==> src/rtl/uart_pkg.sv <==
// Shared definitions for the UART transmit arbiter: state encodings,
// default sizes and a width helper for counters and indices.
package uart_pkg;

  localparam int DEF_NREQ = 4;
  localparam int DEF_DW   = 8;
  localparam int DEF_TMO  = 16;
  localparam int GNT_W    = 3;

  typedef enum logic [1:0] {
    ST_IDLE    = 2'd0,
    ST_LOAD    = 2'd1,
    ST_WAITACC = 2'd2
  } state_t;

  // Bits needed to hold values 0..n-1, never less than 1.
  function automatic int clog2(input int n);
    int w;
    w = 0;
    while ((1 << w) < n) w = w + 1;
    return (w < 1) ? 1 : w;
  endfunction

endpackage

==> src/rtl/rr_pick.sv <==
// Round-robin picker: first set request scanning last+1, last+2, ... mod NREQ.
module rr_pick
  import uart_pkg::*;
#(
  parameter int NREQ = DEF_NREQ
) (
  input  logic [NREQ-1:0]  req,
  input  logic [GNT_W-1:0] last,
  output logic [GNT_W-1:0] winner,
  output logic             valid
);

  localparam int IW = clog2(NREQ);

  // Scan from the farthest candidate back to the nearest so the nearest set
  // request is the one that sticks, avoiding an early loop exit.
  always_comb begin
    winner = '0;
    valid  = 1'b0;
    for (int i = NREQ; i >= 1; i--) begin
      logic [IW-1:0] sel;
      sel = IW'((int'(last) + i) % NREQ);
      if (req[sel]) begin
        winner = GNT_W'(sel);
        valid  = 1'b1;
      end
    end
  end

endmodule

==> src/rtl/uart_tx_arbiter.sv <==
// Round-robin arbiter sharing one UART transmitter load port among NREQ
// byte sources, with a watchdog on the transmitter taking the byte.
//
//  state   | meaning
//  --------+-------------------------------------------------------------
//  IDLE    | waiting for tdre=1 and any request; grants on that edge
//  LOAD    | one cycle with ready and ack[w] visible to the outside
//  WAITACC | waiting for tdre to fall; err pulse if it stays high TMO cycles
module uart_tx_arbiter
  import uart_pkg::*;
#(
  parameter int NREQ = DEF_NREQ,
  parameter int DW   = DEF_DW,
  parameter int TMO  = DEF_TMO
) (
  input  logic               clk,
  input  logic               clr,
  input  logic [NREQ-1:0]    req,
  input  logic [NREQ*DW-1:0] data_in,
  input  logic               tdre,
  output logic [NREQ-1:0]    ack,
  output logic [DW-1:0]      tx_data,
  output logic               ready,
  output logic [GNT_W-1:0]   gnt_id,
  output logic               busy,
  output logic               err
);

  localparam int IW = clog2(NREQ);
  localparam int TW = clog2(TMO);

  state_t           state_q, state_d;
  logic [TW-1:0]    timer_q, timer_d;
  logic [GNT_W-1:0] last_q, last_d;
  logic [NREQ-1:0]  ack_q, ack_d;
  logic [DW-1:0]    tx_data_q, tx_data_d;
  logic             ready_q, ready_d;
  logic [GNT_W-1:0] gnt_q, gnt_d;
  logic             busy_q, busy_d;
  logic             err_q, err_d;

  logic [GNT_W-1:0] pick_w;
  logic             pick_v;
  logic [IW-1:0]    pick_sel;
  logic [DW-1:0]    bytes [NREQ];
  logic             grant;
  logic             timeout;

  rr_pick #(.NREQ(NREQ)) u_rr_pick (
    .req    (req),
    .last   (last_q),
    .winner (pick_w),
    .valid  (pick_v)
  );

  for (genvar g = 0; g < NREQ; g++) begin : g_bytes
    assign bytes[g] = data_in[g*DW +: DW];
  end

  assign pick_sel = IW'(pick_w);
  assign grant    = (state_q == ST_IDLE) && tdre && pick_v;
  assign timeout  = (state_q == ST_WAITACC) && tdre && (timer_q == TW'(TMO - 1));

  // State, pointer, timer and all output registers.
  always_ff @(posedge clk) begin
    if (clr) begin
      state_q   <= ST_IDLE;
      timer_q   <= '0;
      last_q    <= GNT_W'(NREQ - 1);
      ack_q     <= '0;
      tx_data_q <= '0;
      ready_q   <= 1'b0;
      gnt_q     <= '0;
      busy_q    <= 1'b0;
      err_q     <= 1'b0;
    end else begin
      state_q   <= state_d;
      timer_q   <= timer_d;
      last_q    <= last_d;
      ack_q     <= ack_d;
      tx_data_q <= tx_data_d;
      ready_q   <= ready_d;
      gnt_q     <= gnt_d;
      busy_q    <= busy_d;
      err_q     <= err_d;
    end
  end

  // Next state, watchdog timer and round-robin pointer.
  always_comb begin
    state_d = state_q;
    timer_d = timer_q;
    last_d  = last_q;
    case (state_q)
      ST_IDLE: begin
        if (grant) begin
          state_d = ST_LOAD;
          last_d  = pick_w;
        end
      end
      ST_LOAD: begin
        state_d = ST_WAITACC;
        timer_d = '0;
      end
      ST_WAITACC: begin
        if (!tdre || timeout) state_d = ST_IDLE;
        else                  timer_d = timer_q + 1'b1;
      end
      default: state_d = ST_IDLE;
    endcase
  end

  // Registered outputs; tx_data and gnt_id hold until the next grant.
  always_comb begin
    ack_d     = '0;
    tx_data_d = tx_data_q;
    ready_d   = 1'b0;
    gnt_d     = gnt_q;
    err_d     = timeout;
    busy_d    = (state_d != ST_IDLE);
    if (grant) begin
      ack_d[pick_sel] = 1'b1;
      tx_data_d       = bytes[pick_sel];
      ready_d         = 1'b1;
      gnt_d           = pick_w;
    end
  end

  assign ack     = ack_q;
  assign tx_data = tx_data_q;
  assign ready   = ready_q;
  assign gnt_id  = gnt_q;
  assign busy    = busy_q;
  assign err     = err_q;

endmodule

==> config.mk <==
export PLATFORM = sky130hd
export DESIGN_NAME = uart_tx_arbiter
export DESIGN_NICKNAME = d
export VERILOG_FILES = /design/src/rtl/uart_pkg.sv /design/src/rtl/rr_pick.sv /design/src/rtl/uart_tx_arbiter.sv
export SDC_FILE = /design/constraint.sdc
export NUM_CORES = 1
export LEC_CHECK = 0
export ABC_AREA = 1
export BUFFER_PORTS_ARGS = -buffer_cell sky130_fd_sc_hd__buf_2
export CORE_ASPECT_RATIO = 0.6
export CORE_UTILIZATION = 43
export CTS_CLUSTER_DIAMETER = 80
export DETAILED_ROUTE_END_ITERATION = 12
export PLACE_DENSITY = 0.76
export SLEW_MARGIN = 0
export SYNTH_ARGS = -nofsm -noshare
export SYNTH_HDL_FRONTEND = slang
export SYNTH_SLANG_ARGS = --single-unit
==> constraint.sdc <==
create_clock -name clk -period 1.5 [get_ports clk]
set_input_delay 0.3 -clock clk [delete_from_list [all_inputs] [get_ports clk]]
set_output_delay 0.3 -clock clk [all_outputs]
set_load 0.05 [all_outputs]
==> impl_results.md <==
- Status: complete, but fails checks
- Failing checks: setup timing
- Htree depth: 1
- Register Area: 508 sq um
- Seq/Total Area, Yosys: between 30% and 40%
- R2r startpoint: last_q[1]
- Num ports: 57
- RSZ-0062 raised after global routing: yes
- Synthesized flop and latch total: 25
- Clock Pin Slew Worst Setup and Hold Paths: 90 ps
- Worst Path Arrival: between 1500 and 2000 ps
- R2r worst-path depth: 13
- Final min period: roughly 1700 ps
- Starting Density: between 40% and 50%
- Final hold vios: 0
- Pin count of the biggest net entering global routing: 16
- DRC Markers: 0
- PD cells: 1310 nW/um^2
- Ant diodes: 0
- Total number of vias: ~1,600
- Number of nets with antenna violations after routing: 0
- Final worst path period share: 114%
- Root buffer cell: clkbuf_8
- Inserted Clock Buffers: 3
- Skew-Pair Late Insertion Delay: approximately 270 ps
- DRT iter0 DRCs: slightly above 80
- Worst path required time: 1720 ps
- Post-Route WL: 3990 um
- Pre-antenna DRT Iters: 4
- Hold Crit Class: input pin to register
- Crit start category: register
- LEAKAGE: between 1 and 1.5 nW
- Min-Delay Endpoint: timer_q[2]
- Layout area overhead: 57.0%
- Clk buf depth: 2
- Synthesized area: ~1400 sq um
- Slew Viols, Final: 0
- Die height: approximately 46 um
- Hold Startpoint: tdre
- Die ar.: 3420 sq um
- Clock Skew: roughly 2.1 ps
- Port Buffers: 55
- Die Span X: 74.8 um
- R2r setup slk: -220 ps
- CTS tree: built
- Commonest non-fill, non-tap cell in the layout: buf_2
- Netlist cell types: 26
- Crit. End Element: register
- Most frequent cells in the layout: buf_2 (56), nand2_1 (43), nand3_1 (26)
- GRT overflow: 0
- Vias in the first global route: 1,296
- Multi-input logic area: 912 sq um
- DR vias/cell: about 4.9
- Fin worst setup slack: -216 ps
- Row count: 15
- Syn_area_per_cell: around 6.5 sq um
- VDD IR max: roughly 0.91 mV
- Crit path max fanout: 7
- Routed len/inst: 12.0 um
- Final setup vio count: 15
- Final TNS setup: -2110 ps
- Kind of critical path: register to register
- Hold buffer count at CTS: 0
- Max Cap Viol: 0
- GP Congestion: 0.936
- Syn Nets: between 200 and 300
- Post-synthesis cell count: 212
- Total Routing Usage GR: 21.6%
- CTS Sinks: 25
- Total power: roughly 0.0028 W
- Dpl hpwl: approximately 2700 um
- Final Net Count: 333
- First-pass GRT wire length: between 5000 and 6000 um
- Peak Freq: approximately 0.58 GHz
- Share of cells above drive strength 1: approximately half
- Initial antenna violation count: 0
- Core area: just under 3000 sq um
- YS warnings: 0
- R2r endpoint: tx_data[2]
- Hold depth: 3
- Layout fillers: roughly 250
==> kinds of logic after synthesis <==
group                      Yosys count  synth area share, %
and+or+nand+nor                    137                 44.7
buffers and inverters               28                 9.51
DFF                                 25                 36.6
other                                1                0.274
AOI/OAI and AO/OA                   20                 7.96
adders and majority gates            1                0.915
==> worst max path at each step <==
stage                            end  slack (ps)  cells past startpoint       from
after floorplan           tx_data[1]           9                     14  last_q[1]
after global placement    tx_data[5]        -150                     13  last_q[0]
after detailed placement  tx_data[3]        -190                     13  last_q[0]
after CTS                 tx_data[2]        -100                     14  last_q[0]
after global routing      tx_data[7]        -370                     14  last_q[0]
final                     tx_data[2]        -220                     13  last_q[1]
==> routing by layer <==
layer	track usage (%)	part of all wire [%]	vias up
met1	31.6	45	729
met4	4.53	0	0
li1	-	-	844
met3	3.76	8.4	0
met5	0	0	-
met2	33.3	46	73
==> sequential cells by signal (all words and copies together) (netlist names) <==
signal / flops
tx_data: 8
state_q: 2
busy: 1
timer_q: 4
err: 1
gnt_id: 2
ready: 1
last_q: 2
ack: 4
==> power breakdown <==
part           total [W]  internal [W]  switching, W
combinational    0.00161      0.000644      0.000966
clock           0.000418      0.000190      0.000228
sequential      0.000783      0.000740     0.0000430
total            0.00281       0.00157       0.00124
==> cell type report <==
type / instances / share of cell area, %
Tap cell: 42 / 2.45
Sequential cell: 25 / 23.7
Clock buffer: 3 / 1.92
Multi-Input combinational cell: 159 / 42.5
Inverter: 19 / 3.67
Timing Repair Buffer: 85 / 25.5
Clock inverter: 1 / 0.291
==> what timing repair did <==
action | CTS | global route
setup endpoints to repair | 16 | 18
buffers inserted | 2 | 8
cloned | 1 | 1
endpoints found under the hold margin | 0 | 0
pin swaps | 2 | 26
gates resized for setup | 15 | 43
==> critical path, stage by stage (launching register included) <==
cell and delay [ps]:
dfxtp_2 340, inv_2 110, nand2_1 100, nand2_2 100, nand2_2 80, buf_4 140, buf_4 120, buf_4 130
nand2_4 110, buf_12 120, nand4_1 90, nand3_1 100, nor2_1 40, nor2_1 70
==> through the flow <==
stage / utilization (%) / cell area, sq um / hold WS [ps] / std cells / worst slack [ps]
6_report: 72.9 / 2150 / 320 / 334 / -216
5_1_grt: 72.9 / 2150 / 338 / 334 / -375
4_1_cts: 65.0 / 1910 / 309 / 325 / -103
3_5_place_dp: 61.2 / 1800 / 462 / 318 / -191
3_3_place_gp: 61.2 / 1800 / 456 / 318 / -145
2_1_floorplan: - / 1380 / 450 / 212 / 8.72
==> Yosys cell counts (all sizes together) <==
| cell | count | area [sq um] |
|---|---|---|
| dfxtp | 25 | 500 |
| nand2 | 68 | 278 |
| nor2 | 30 | 125 |
| ha | 1 | 12.5 |
| buf | 6 | 47.5 |
| and2 | 1 | 6.26 |
| nand3 | 30 | 155 |
| a21boi | 1 | 7.51 |
| inv | 19 | 71.3 |
| o211ai | 2 | 15.0 |
| clkbuf | 3 | 11.3 |
| o21ai | 10 | 50.1 |
| nand4 | 4 | 25.0 |
| a21oi | 6 | 30.0 |
| a31oi | 1 | 6.26 |
| nor4 | 2 | 12.5 |
| nor3 | 2 | 10.0 |
| conb | 1 | 3.75 |
Note: power is estimated with default switching activity, not from simulation.
